### config.mk
export PLATFORM = sky130hd
export DESIGN_NAME = clock_set_ctrl
export DESIGN_NICKNAME = d
export VERILOG_FILES = /design/src/rtl/clock_set_ctrl.sv
export SDC_FILE = /design/constraint.sdc
export NUM_CORES = 1
export LEC_CHECK = 0
export BUFFER_PORTS_ARGS = -buffer_cell sky130_fd_sc_hd__buf_2
export CORE_MARGIN = 1.5
export CORE_UTILIZATION = 44
export CTS_CLUSTER_DIAMETER = 60
export CTS_CLUSTER_SIZE = 30
export DETAILED_ROUTE_END_ITERATION = 7
export PLACE_DENSITY = 0.69
export SLEW_MARGIN = 20
export SYNTH_ARGS = -nofsm -noshare
export SYNTH_HDL_FRONTEND = slang
export SYNTH_SLANG_ARGS = --single-unit
### constraint.sdc
create_clock -name clk -period 6.9 [get_ports clk]
set_input_delay 1.035 -clock clk [delete_from_list [all_inputs] [get_ports clk]]
set_output_delay 1.035 -clock clk [all_outputs]
set_load 0.01 [all_outputs]
### src/rtl/clock_set_ctrl.sv
// ============================================================================
// clock_set_ctrl
// ----------------------------------------------------------------------------
// Run/set sequencer for a six-digit BCD 24-hour time counter (HH:MM:SS).
//
// In RUN the block forwards the external 1 Hz tick to the counter as a
// registered count enable and shows the live counter digits. A mode press
// snapshots the live time into local edit registers. The user then edits
// hours, minutes and seconds in turn. A final mode press issues a one-cycle
// parallel load back into the counter. While editing, the selected field
// blinks on the display. Inactivity aborts the edit after TIMEOUT_TICKS
// seconds with no button press.
//
// Parameters:
//   TIMEOUT_TICKS  tick_1hz pulses without a press before SET aborts (1..255)
//   BLINK_EN       1 = blank the edited field while blink_phase is high
//
// Ports:
//   clk, rst_n             clock, asynchronous active-low reset
//   tick_1hz               one-clk pulse per second
//   btn_mode               enter set mode / advance to next field
//   btn_inc, btn_dec       increment / decrement the selected field
//   live_d0..live_d5       live counter digits (d0 = sec units, d5 = hr tens)
//   count_en               registered increment enable to the counter
//   load                   one-cycle parallel-load strobe to the counter
//   load_d0..load_d5       BCD digits accompanying load
//   disp_d0..disp_d5       digits to display, 4'hF = blank
//   set_field              0 = RUN (also during LOAD), 1 = HR, 2 = MIN, 3 = SEC
//
// Strobe protocol: every input event (tick_1hz, btn_*) is a single-cycle
// pulse that is consumed in the cycle it is high; there is no back-pressure.
// On the output side load is a single-cycle strobe, and load_d* is stable in
// that cycle and holds its value afterwards; the counter must accept it in
// that cycle.
//
// All outputs are registered. They are computed from the next-state values,
// so in every cycle they agree with the state that is currently held, and
// set_field doubles as the externally visible view of the FSM state.
// ============================================================================
module clock_set_ctrl #(
    parameter int unsigned TIMEOUT_TICKS = 10,
    parameter bit          BLINK_EN      = 1'b1
) (
    input  logic       clk,
    input  logic       rst_n,
    input  logic       tick_1hz,
    input  logic       btn_mode,
    input  logic       btn_inc,
    input  logic       btn_dec,
    input  logic [3:0] live_d0,
    input  logic [3:0] live_d1,
    input  logic [3:0] live_d2,
    input  logic [3:0] live_d3,
    input  logic [3:0] live_d4,
    input  logic [3:0] live_d5,
    output logic       count_en,
    output logic       load,
    output logic [3:0] load_d0,
    output logic [3:0] load_d1,
    output logic [3:0] load_d2,
    output logic [3:0] load_d3,
    output logic [3:0] load_d4,
    output logic [3:0] load_d5,
    output logic [3:0] disp_d0,
    output logic [3:0] disp_d1,
    output logic [3:0] disp_d2,
    output logic [3:0] disp_d3,
    output logic [3:0] disp_d4,
    output logic [3:0] disp_d5,
    output logic [1:0] set_field
);

    localparam logic [7:0] TO_LIMIT = 8'(TIMEOUT_TICKS);
    localparam logic [7:0] HR_MAX   = 8'h23;
    localparam logic [7:0] MS_MAX   = 8'h59;

    typedef enum logic [2:0] {
        S_RUN     = 3'd0,
        S_SET_HR  = 3'd1,
        S_SET_MIN = 3'd2,
        S_SET_SEC = 3'd3,
        S_LOAD    = 3'd4
    } state_t;

    // ------------------------------------------------------------------------
    // One BCD step of a two-digit field that counts 00..max_val.
    // Any non-BCD digit collapses the field to 00 on the first step.
    // A valid-BCD value above max_val (e.g. hours 25 captured from a bad
    // counter) goes to 00 on increment and to max_val on decrement, so the
    // field is always back in range after one press.
    // ------------------------------------------------------------------------
    function automatic logic [7:0] bcd_step(input logic [7:0] val,
                                            input logic [7:0] max_val,
                                            input logic       up);
        logic [3:0] tens;
        logic [3:0] units;
        logic [7:0] res;
        tens  = val[7:4];
        units = val[3:0];
        if (tens > 4'd9 || units > 4'd9) begin
            res = 8'h00;
        end else if (up) begin
            if (val >= max_val) begin
                res = 8'h00;
            end else if (units == 4'd9) begin
                res = {tens + 4'd1, 4'd0};
            end else begin
                res = {tens, units + 4'd1};
            end
        end else begin
            if (val == 8'h00 || val > max_val) begin
                res = max_val;
            end else if (units == 4'd0) begin
                res = {tens - 4'd1, 4'd9};
            end else begin
                res = {tens, units - 4'd1};
            end
        end
        return res;
    endfunction

    // ------------------------------------------------------------------------
    // State and output registers
    // ------------------------------------------------------------------------
    state_t          state_q;
    logic [5:0][3:0] edit_q;       // [5]=hr tens ... [0]=sec units
    logic [7:0]      to_q;         // ticks since last press / SET entry
    logic            blink_q;
    logic            count_en_q;
    logic            load_q;
    logic [5:0][3:0] load_d_q;
    logic [5:0][3:0] disp_q;
    logic [1:0]      set_field_q;

    // ------------------------------------------------------------------------
    // Next-state values
    // ------------------------------------------------------------------------
    logic [5:0][3:0] live;
    state_t          state_n;
    logic [5:0][3:0] edit_n;
    logic [7:0]      to_n;
    logic [7:0]      to_inc;
    logic            blink_n;
    logic            count_en_n;
    logic            load_n;
    logic [5:0][3:0] load_d_n;
    logic [5:0][3:0] disp_n;
    logic [1:0]      set_field_n;
    logic [7:0]      sel_val;
    logic [7:0]      sel_max;
    logic [7:0]      sel_new;
    logic            in_set;
    logic            next_in_set;

    assign live = {live_d5, live_d4, live_d3, live_d2, live_d1, live_d0};

    always_comb begin
        state_n     = state_q;
        edit_n      = edit_q;
        to_n        = to_q;
        to_inc      = to_q + 8'd1;
        count_en_n  = 1'b0;
        sel_val     = edit_q[1:0];
        sel_max     = MS_MAX;

        // Field currently addressed by inc/dec.
        case (state_q)
            S_SET_HR: begin
                sel_val = edit_q[5:4];
                sel_max = HR_MAX;
            end
            S_SET_MIN: begin
                sel_val = edit_q[3:2];
                sel_max = MS_MAX;
            end
            default: begin
                sel_val = edit_q[1:0];
                sel_max = MS_MAX;
            end
        endcase
        sel_new = bcd_step(sel_val, sel_max, btn_inc);

        in_set = (state_q == S_SET_HR) || (state_q == S_SET_MIN) ||
                 (state_q == S_SET_SEC);

        case (state_q)
            S_RUN: begin
                // A tick coinciding with the mode press is dropped: the
                // snapshot is taken before that second would be counted.
                count_en_n = tick_1hz & ~btn_mode;
                if (btn_mode) begin
                    edit_n  = live;
                    state_n = S_SET_HR;
                    to_n    = 8'd0;
                end
            end

            S_SET_HR, S_SET_MIN, S_SET_SEC: begin
                // Priority: mode > inc/dec > timeout tick. Any press
                // restarts the inactivity window.
                if (btn_mode) begin
                    to_n = 8'd0;
                    case (state_q)
                        S_SET_HR:  state_n = S_SET_MIN;
                        S_SET_MIN: state_n = S_SET_SEC;
                        default:   state_n = S_LOAD;
                    endcase
                end else if (btn_inc || btn_dec) begin
                    to_n = 8'd0;
                    // inc and dec together cancel out.
                    if (btn_inc ^ btn_dec) begin
                        case (state_q)
                            S_SET_HR:  edit_n[5:4] = sel_new;
                            S_SET_MIN: edit_n[3:2] = sel_new;
                            default:   edit_n[1:0] = sel_new;
                        endcase
                    end
                end else if (tick_1hz) begin
                    if (to_inc == TO_LIMIT) begin
                        state_n = S_RUN;
                        to_n    = 8'd0;
                    end else begin
                        to_n = to_inc;
                    end
                end
            end

            S_LOAD: begin
                state_n = S_RUN;
                to_n    = 8'd0;
            end

            default: begin
                state_n = S_RUN;
                to_n    = 8'd0;
            end
        endcase

        next_in_set = (state_n == S_SET_HR) || (state_n == S_SET_MIN) ||
                      (state_n == S_SET_SEC);

        // Blink runs only while staying inside the SET states; it restarts
        // from 0 on every entry.
        blink_n = (in_set && next_in_set) ? (blink_q ^ tick_1hz) : 1'b0;

        load_n   = (state_n == S_LOAD);
        load_d_n = load_n ? edit_n : load_d_q;

        case (state_n)
            S_SET_HR:  set_field_n = 2'd1;
            S_SET_MIN: set_field_n = 2'd2;
            S_SET_SEC: set_field_n = 2'd3;
            default:   set_field_n = 2'd0;
        endcase

        disp_n = (state_n == S_RUN) ? live : edit_n;
        if (BLINK_EN && blink_n) begin
            case (state_n)
                S_SET_HR:  disp_n[5:4] = 8'hFF;
                S_SET_MIN: disp_n[3:2] = 8'hFF;
                S_SET_SEC: disp_n[1:0] = 8'hFF;
                default:   disp_n      = disp_n;
            endcase
        end
    end

    // ------------------------------------------------------------------------
    // FSM and registered outputs
    // ------------------------------------------------------------------------
    always_ff @(posedge clk or negedge rst_n) begin
        if (!rst_n) begin
            state_q     <= S_RUN;
            edit_q      <= '0;
            to_q        <= 8'd0;
            blink_q     <= 1'b0;
            count_en_q  <= 1'b0;
            load_q      <= 1'b0;
            load_d_q    <= '0;
            disp_q      <= '0;
            set_field_q <= 2'd0;
        end else begin
            state_q     <= state_n;
            edit_q      <= edit_n;
            to_q        <= to_n;
            blink_q     <= blink_n;
            count_en_q  <= count_en_n;
            load_q      <= load_n;
            load_d_q    <= load_d_n;
            disp_q      <= disp_n;
            set_field_q <= set_field_n;
        end
    end

    assign count_en  = count_en_q;
    assign load      = load_q;
    assign set_field = set_field_q;

    assign load_d0 = load_d_q[0];
    assign load_d1 = load_d_q[1];
    assign load_d2 = load_d_q[2];
    assign load_d3 = load_d_q[3];
    assign load_d4 = load_d_q[4];
    assign load_d5 = load_d_q[5];

    assign disp_d0 = disp_q[0];
    assign disp_d1 = disp_q[1];
    assign disp_d2 = disp_q[2];
    assign disp_d3 = disp_q[3];
    assign disp_d4 = disp_q[4];
    assign disp_d5 = disp_q[5];

endmodule

==> run summary, run 1 <==
The flow ran to the end, and the final reports show no timing, DRC or antenna violations. The number of synthesized flops with an enable pin is 0. The count of vias placed by the detailed router came out at around 5.3k.

For this run, the leading register cell type out of synthesis is dfrtp_1. The tightest min-delay check is of the flip-flop to flip-flop type. The synthesized netlist net count came out at 682.

The minimum hold slack is 482 ps. The clock latency reported for the late side of the worst-skew pair is about 350 ps. The biggest fanout along the worst timing path came out at 35. The number of global-route vias before repair came out at 5077.

Measured on the finished design, the core utilization comes to 51.6%. The cell area after synthesis is roughly 0.0054 mm². The slowest stage of the critical path belongs to the cell dfrtp_1. The remaining global-route overflow came out at 0. The data arrival time of the critical path came out at 4920 ps. The post-synthesis to final-layout area growth came out at 14.4%.

The per-instance average area after synthesis is 8.51 µm². The aggregate routed wire length is between 15 and 20 mm. The critical path's largest stage delay is 990 ps. After detailed routing, the number of vias per cell comes to 6.21. The data required time at the worst endpoint is just over 7000 ps. The signal on the critical path passes through a21oi_1 > o221ai_1 > inv_1 > ha_1 > and3_1 > o21a_1 > nor4b_2 > a2111oi_4 > o22a_2 > nor3_1 > nor4b_1 > o311ai_1. The maximum level of the CTS H-tree is 3. The count of synthesis-stage warnings from yosys came out at 0.

The actual slew at the worst max-slew pin is between 900 and 1000 ps. The height of the die came out at 114 µm. The synthesized design contains 88 register bits.

The starting utilization of the core area is 45.1%. The kind of end point of the critical path is a flip-flop. TritonCTS built the clock tree. Setup repair after global routing left no endpoint under its margin. The wire length per cell after detailed routing is 20.0 µm. The final antenna-violating net count is 0. The clock transition time at the flip-flop clock pins of the worst setup and hold paths came out at ~60 ps. The number of clock buffers added by TritonCTS is 9. The fmax is 211 MHz. The tree is rooted in a clkbuf_16. The DRC violation count after routing is 0. 82 I/O pins were placed. The fraction of layout instances using a drive strength above 1 is between 10% and 20%. The static leakage is 2.81 nW. The critical path start-end classification is flip-flop to flip-flop.

The number of distinct library cells after synthesis came out at 76. The shortest clock period the worst path allows after layout came out at about 4700 ps. The cell count after synthesis came out at 637. The clock sink total is 88. The net count reported at finish came out at 741. The final-report hold violation count was 0. The post-route clock period utilization is ~69%. The core outline area came out at roughly 0.012 mm². The buffer levels on the longest clock path came out at 2.

The post-CTS setup buffer count came out at 0. The design draws approximately 3.7 mW. The first global-routing pass estimated 27.2 mm of wire. The maximum resistive drop on vdd came out at 0.000261 V. For this design the ratio of total power to cell area is ~590 mW/mm². The number of core rows came out at 40. The estimated wirelength of the detail-placed design came out at 12.5 mm. The die covers about 0.013 mm². The number of max-slew violations in the final report is 0.

The number of fillers in the final layout is 1119. The finished cells cover about 0.0062 mm². At the end of routability-driven placement, the weighted congestion stood at ~0.97. The fraction of registers with async set or reset after synthesis came out at 100%. The horizontal extent of the die is 114 µm. The number of setup violations in the final report is 0. After detailed placement, the total cell area comes to between 0.005 and 0.006 mm². The share of the Yosys chip area taken by registers is 40.6%. The detailed-router iteration count before antenna repair came out at 6. Headroom to the max-slew limit came out at 34.3%. The maximum number of pins on one net before global-route repair is 66. The critical path startpoint category is a flip-flop.

The global-route usage over all layers is 27.2%. The repair_antennas step left the layout with diodes totalling 0. The number of buffers added to fix hold violations after cts is 0.

Post-CTS repair changed the size of 0 cells. The total negative setup slack is 0 ps. The clock skew after layout is 9.61 ps. The initial antenna violation count came to 0. The detailed router finished its first iteration with 652 violations. The reported max-cap violation count is 0.

The count of input and output buffers came out at 81.
power by group:
group          leakage (nW)  internal [mW]  total [mW]  switching (mW)
combinational          1.59          0.805        2.24            1.43
sequential             1.08          0.741       0.936           0.194
clock                 0.141          0.291       0.505           0.214
state kept, by name, summed over array words and instances, names as in the netlist, 2 cells and up:
name and flops:
edit_q 24, to_q 8, disp_d0 4, disp_d1 4
disp_d2 4, disp_d3 4, disp_d4 4, disp_d5 4
load_d0 4, load_d1 4, load_d2 4, load_d3 4
load_d4 4, load_d5 4, state_q 3, set_field 2
layout make-up:
| cell class | instances | area, µm² | area share (%) |
|---|---|---|---|
| clock buffer | 10 | 239 | 3.85 |
| clock inverter | 6 | 66.3 | 1.07 |
| inverter | 29 | 109 | 1.76 |
| multi-input combinational | 480 | 2940 | 47.4 |
| sequential | 88 | 2200 | 35.5 |
| tap | 147 | 184 | 2.97 |
| timing repair buffer | 88 | 460 | 7.43 |
per-stage QoR:
stage / setup slack, ps / cells
4_1_cts: 2240 / 848
3_5_place_dp: 2240 / 832
3_3_place_gp: 2440 / 832
2_1_floorplan: 3100 / 637
6_report: 2160 / 848
5_1_grt: 1850 / 848
placed cells by master (no fill, tap or decap), types with 17 or more instances in the layout:
| cell type | n |
|---|---|
| a21oi_1 | 49 |
| buf_2 | 80 |
| dfrtp_1 | 88 |
| inv_1 | 27 |
| nand2_1 | 70 |
| nand3_1 | 17 |
| nor2_1 | 74 |
| nor2b_1 | 22 |
| nor3_1 | 20 |
| o21ai_0 | 36 |
worst paths after layout:
path / start / slack, ps / depth (start not counted) / to
worst max-delay path: state_q[1] / 2160 / 12 / disp_d2[3]
worst max register to register: state_q[1] / 2160 / 12 / disp_d2[3]
max in group asynchronous: rst_n / 5150 / 2 / load_d2[0]
min in group asynchronous: rst_n / 580 / 1 / to_q[3]
worst min-delay path: load_d1[0] / 480 / 2 / load_d1[0]
worst min register to register: load_d1[0] / 480 / 2 / load_d1[0]
synth_stat cells (3+ instances only):
| cell type | count | area share, % |
|---|---|---|
| a21oi_1 | 49 | 4.5 |
| o211ai_1 | 5 | 0.69 |
| o21a_1 | 9 | 1.2 |
| nand2b_1 | 5 | 0.58 |
| nand4_1 | 11 | 1.3 |
| o221ai_1 | 4 | 0.65 |
| o31ai_1 | 4 | 0.55 |
| o22ai_1 | 9 | 1.0 |
| a211oi_1 | 3 | 0.42 |
| nand3_1 | 17 | 1.6 |
| inv_1 | 27 | 1.9 |
| nor4_1 | 3 | 0.35 |
| o32ai_2 | 4 | 1.2 |
| o311ai_1 | 3 | 0.48 |
| nand2_1 | 70 | 4.8 |
| nor3_2 | 3 | 0.55 |
| o21ai_1 | 16 | 1.5 |
| and3_1 | 8 | 0.92 |
| xnor2_1 | 10 | 1.6 |
| nor3_1 | 20 | 1.8 |
| nor2_1 | 74 | 5.1 |
| buf_1 | 4 | 0.28 |
| o211a_1 | 3 | 0.55 |
| o32ai_1 | 4 | 0.65 |
| nor2b_1 | 22 | 2.5 |
| buf_2 | 7 | 0.65 |
| a31oi_1 | 8 | 0.92 |
| nor3b_1 | 3 | 0.42 |
| dfrtp_1 | 88 | 41 |
| o21ai_0 | 36 | 3.3 |
| a41oi_1 | 6 | 0.97 |
| o22a_1 | 3 | 0.48 |
| a21o_1 | 4 | 0.55 |
| clkbuf_1 | 27 | 1.9 |
| ha_1 | 15 | 3.5 |
kinds of logic (layout without fill, tap and decap cells):
| kind of cell | count (synthesis) | after routing | share of synthesized area (%) |
|---|---|---|---|
| simple gates | 253 | 253 | 22.7 |
| compound gates | 196 | 196 | 25.3 |
| mux | 4 | 4 | 0.831 |
| fa+ha+maj | 15 | 15 | 3.46 |
| buf+inv | 69 | 133 | 5.22 |
| flops | 88 | 88 | 40.6 |
| xor+xnor | 12 | 12 | 1.94 |
critical path, delay by kind of cell, from the launching register on:
family	cells	cell delay, ps
compound gates	6	1950
simple gates	4	1070
flops	1	990
buf+inv	1	200
fa+ha+maj	1	350
metal layers:
layer	GRT usage (%)	up-vias	part of all wire, %
met5	0	-	0
met4	11.5	0	2.8
met3	5.79	37	8.4
met2	42.5	259	46
met1	36.5	2553	42
li1	-	2416	-
Note: power is estimated with default switching activity, not from simulation.
==> run 2: changes to the inputs <==
- PLACE_DENSITY: 0.69 -> 0.72
- clock period: 6.9 -> 4.2 ns (I/O delays scaled with it)
==> run summary, run 2 (same netlist as run 1, synthesis figures left out) <==
The clock sink total came out at 88. The cell area after placement came out at ~0.006 mm². Input and output buffers added on the ports amount to 81. The number of buffers added to fix hold violations after cts came out at 0.

The first routing iteration left 567 violations. The multi-input combinational cells in the finished layout cover a total of 0.00295 mm². The endpoint of the most critical register-to-register path is disp_d5[1]. The shortest clock period the worst path allows after layout is 4060 ps. The net count reported at finish came out at 755. For flop-to-flop paths, the worst setup slack is 140 ps. Setup repair after global routing left no endpoint under its margin. The commonest non-fill, non-tap cell in the layout is dfrtp_1. The routability congestion estimate is 0.905. The area of the die came out at 0.0130 mm². Once detail routing completed, the nets flagged for antenna violations numbered 0.

The top cell types in the final layout, fill and taps aside, are 87 x dfrtp_1, 80 x buf_2, 74 x nor2_1, 70 x nand2_1, 49 x a21oi_1. The post-synthesis to final-layout area growth is 16.6%. The clock skew after layout came out at 8.92 ps.

Across the run, the number of max-cap violations was 0. The number of primary I/O pins is 82. The post-route netlist has between 20% and 30% of its cells at a drive strength greater than 1. The starting utilization of the core area came out at 45.1%. The largest registers in the layout are edit_q (24), to_q (8). The number of global-route vias before repair came out at about 5.1k.

The area occupied by registers is approximately 0.0022 mm². The biggest fanout along the worst timing path is 31. The core outline area is 0.0120 mm².

The startpoint identified for the worst register-to-register timing path is state_q[2]. The final-report hold violation count is 0. Clock latency on the worst-skew pair, taken at its later pin, is approximately 340 ps. The horizontal extent of the die came out at between 100 and 150 µm.

The actual slew at the worst max-slew pin is between 800 and 900 ps. The maximum level of the CTS H-tree came out at 3. The worst setup path is launched from a flip-flop. The floorplan has 40 rows. The routed layout has between 5k and 6k vias. The number of max-slew violations in the final report is 0. The number of fillers in the final layout came out at 1147. Based on the critical path, the design can be clocked at up to approximately 250 MHz.

The wire-length estimate of the detail-placed layout is roughly 13 mm. edit_q holds more flip-flops than any other register. The register with the most flip-flops in the layout has 24 of them. The data required time at the worst endpoint is 4410 ps.

The remaining global-route overflow came out at 0. Counting along the longest clock path gives a buffer depth of 2. Measured against its own limit, the worst slew margin works out to 43.6%.

For the worst flop-to-flop path, the logic depth is 15. The data arrival time of the critical path came out at between 4000 and 5000 ps. Summed over all failing endpoints, the final setup total negative slack is 0 ps. The initial antenna violation count was 0. The wire length of the first global-routing pass came out at 27.4 mm. The global-route usage over all layers is a little over a quarter. The kind of end point of the critical path is a flip-flop.

The floorplan step set the die height to 114 µm. The number of setup violations in the final report came out at 0. The repair_antennas step left the layout with diodes totalling 0.

The cell sitting at the root of the clock tree is a clkbuf_16. The number of clock buffers inserted by TritonCTS came out at 9. The flow ran to the end, and the final reports show no timing, DRC or antenna violations. The DRC violation count after routing is 0. VDD sags by at most 0.000347 V. After clock tree synthesis, the clock-pin slew on the worst setup and hold paths is 60 ps. The static leakage is about 2.9 nW. The critical path in this run is classified as flip-flop to flip-flop.

The detailed-router iteration count before antenna repair is 6. The tightest min-delay check is of the input port to asynchronous set/reset pin type. The aggregate routed wire length is 17.3 mm. The detailed-route vias per instance came out at approximately 6.2. The end-of-flow core utilization came out at around 53%. The power density normalized to cell area is 989 mW/mm². The clock tree from TritonCTS is done. The post-route clock period utilization is a little over nine tenths. The maximum number of pins on one net before global-route repair is 63. The wire length per cell after detailed routing is 20.1 µm. Total power for the finished layout comes to 6.25 mW. Summing all non-filler instances in the final layout gives an area of ~0.0063 mm².
-- run 2: changes by cell type in the layout (fill, tap and decap cells not counted) --
cell        change
buf_4          +12
clkbuf_8        -1
clkbuf_1        +1
clkinvlp_4      -3
clkinv_2        +1
nor4b_1         -1
nor4b_2         +1
dfrtp_2         +1
buf_12          +2
dfrtp_1         -1
clkinv_4        +1
-- run 2: repair_timing --
item | 4_1_cts | 5_1_grt
setup buffers | 0 | 0
endpoints found under the setup margin | 0 | 2
resized for setup | 0 | 2
-- run 2: how the worst max path moves through the flow --
| stage | slack [ps] | from | cells after the start | endpoint |
|---|---|---|---|---|
| 3_3_place_gp | 310 | state_q[2] | 15 | disp_d1[1] |
| 5_1_grt | 2 | state_q[2] | 15 | disp_d5[1] |
| 2_1_floorplan | 400 | state_q[1] | 16 | disp_d5[1] |
| 4_1_cts | 230 | state_q[2] | 15 | disp_d5[1] |
| 6_report | 140 | state_q[2] | 15 | disp_d5[1] |
| 3_5_place_dp | 240 | state_q[2] | 15 | disp_d5[1] |
-- run 2: critical path, stage by stage, from the launching register on --
cell and delay (ps):
dfrtp_1 490, buf_12 220, nor2_1 210, a21oi_1 100
o221ai_1 290, inv_1 160, ha_1 320, and3_1 180
o21a_1 180, nor4b_2 310, a2111oi_4 90, buf_4 190
o22ai_2 360, mux2i_2 180, a2111oi_0 560, nor2_1 80
-- run 2: stage by stage --
stage	setup WS (ps)	hold slack [ps]	std cells
final	143	377	861
after global routing	2.01	447	861
after detailed placement	243	461	846
after CTS	231	418	861
after floorplan	401	334	637
after global placement	310	458	846
-- run 2: final cells by class --
type / instances / share of cell area, %
multi-input cells: 480 / 46.6
flip-flops and latches: 88 / 34.9
repair buffers: 102 / 9.34
clock buffers: 10 / 3.62
well taps: 147 / 2.91
inverters: 29 / 1.72
clock inverters: 5 / 0.911
-- run 2: power breakdown --
group	internal [mW]	total [mW]	switching, mW
Clock	0.459	0.800	0.340
Sequential	1.22	1.50	0.283
Combinational	1.48	3.95	2.47
-- run 2: per-layer routing --
metal	vias up	global-route usage, %	wire (µm)
met5	-	0	0
met4	0	9.83	468
met3	42	6.22	1450
met2	276	43.7	8190
met1	2604	36.5	7210
li1	2435	-	-
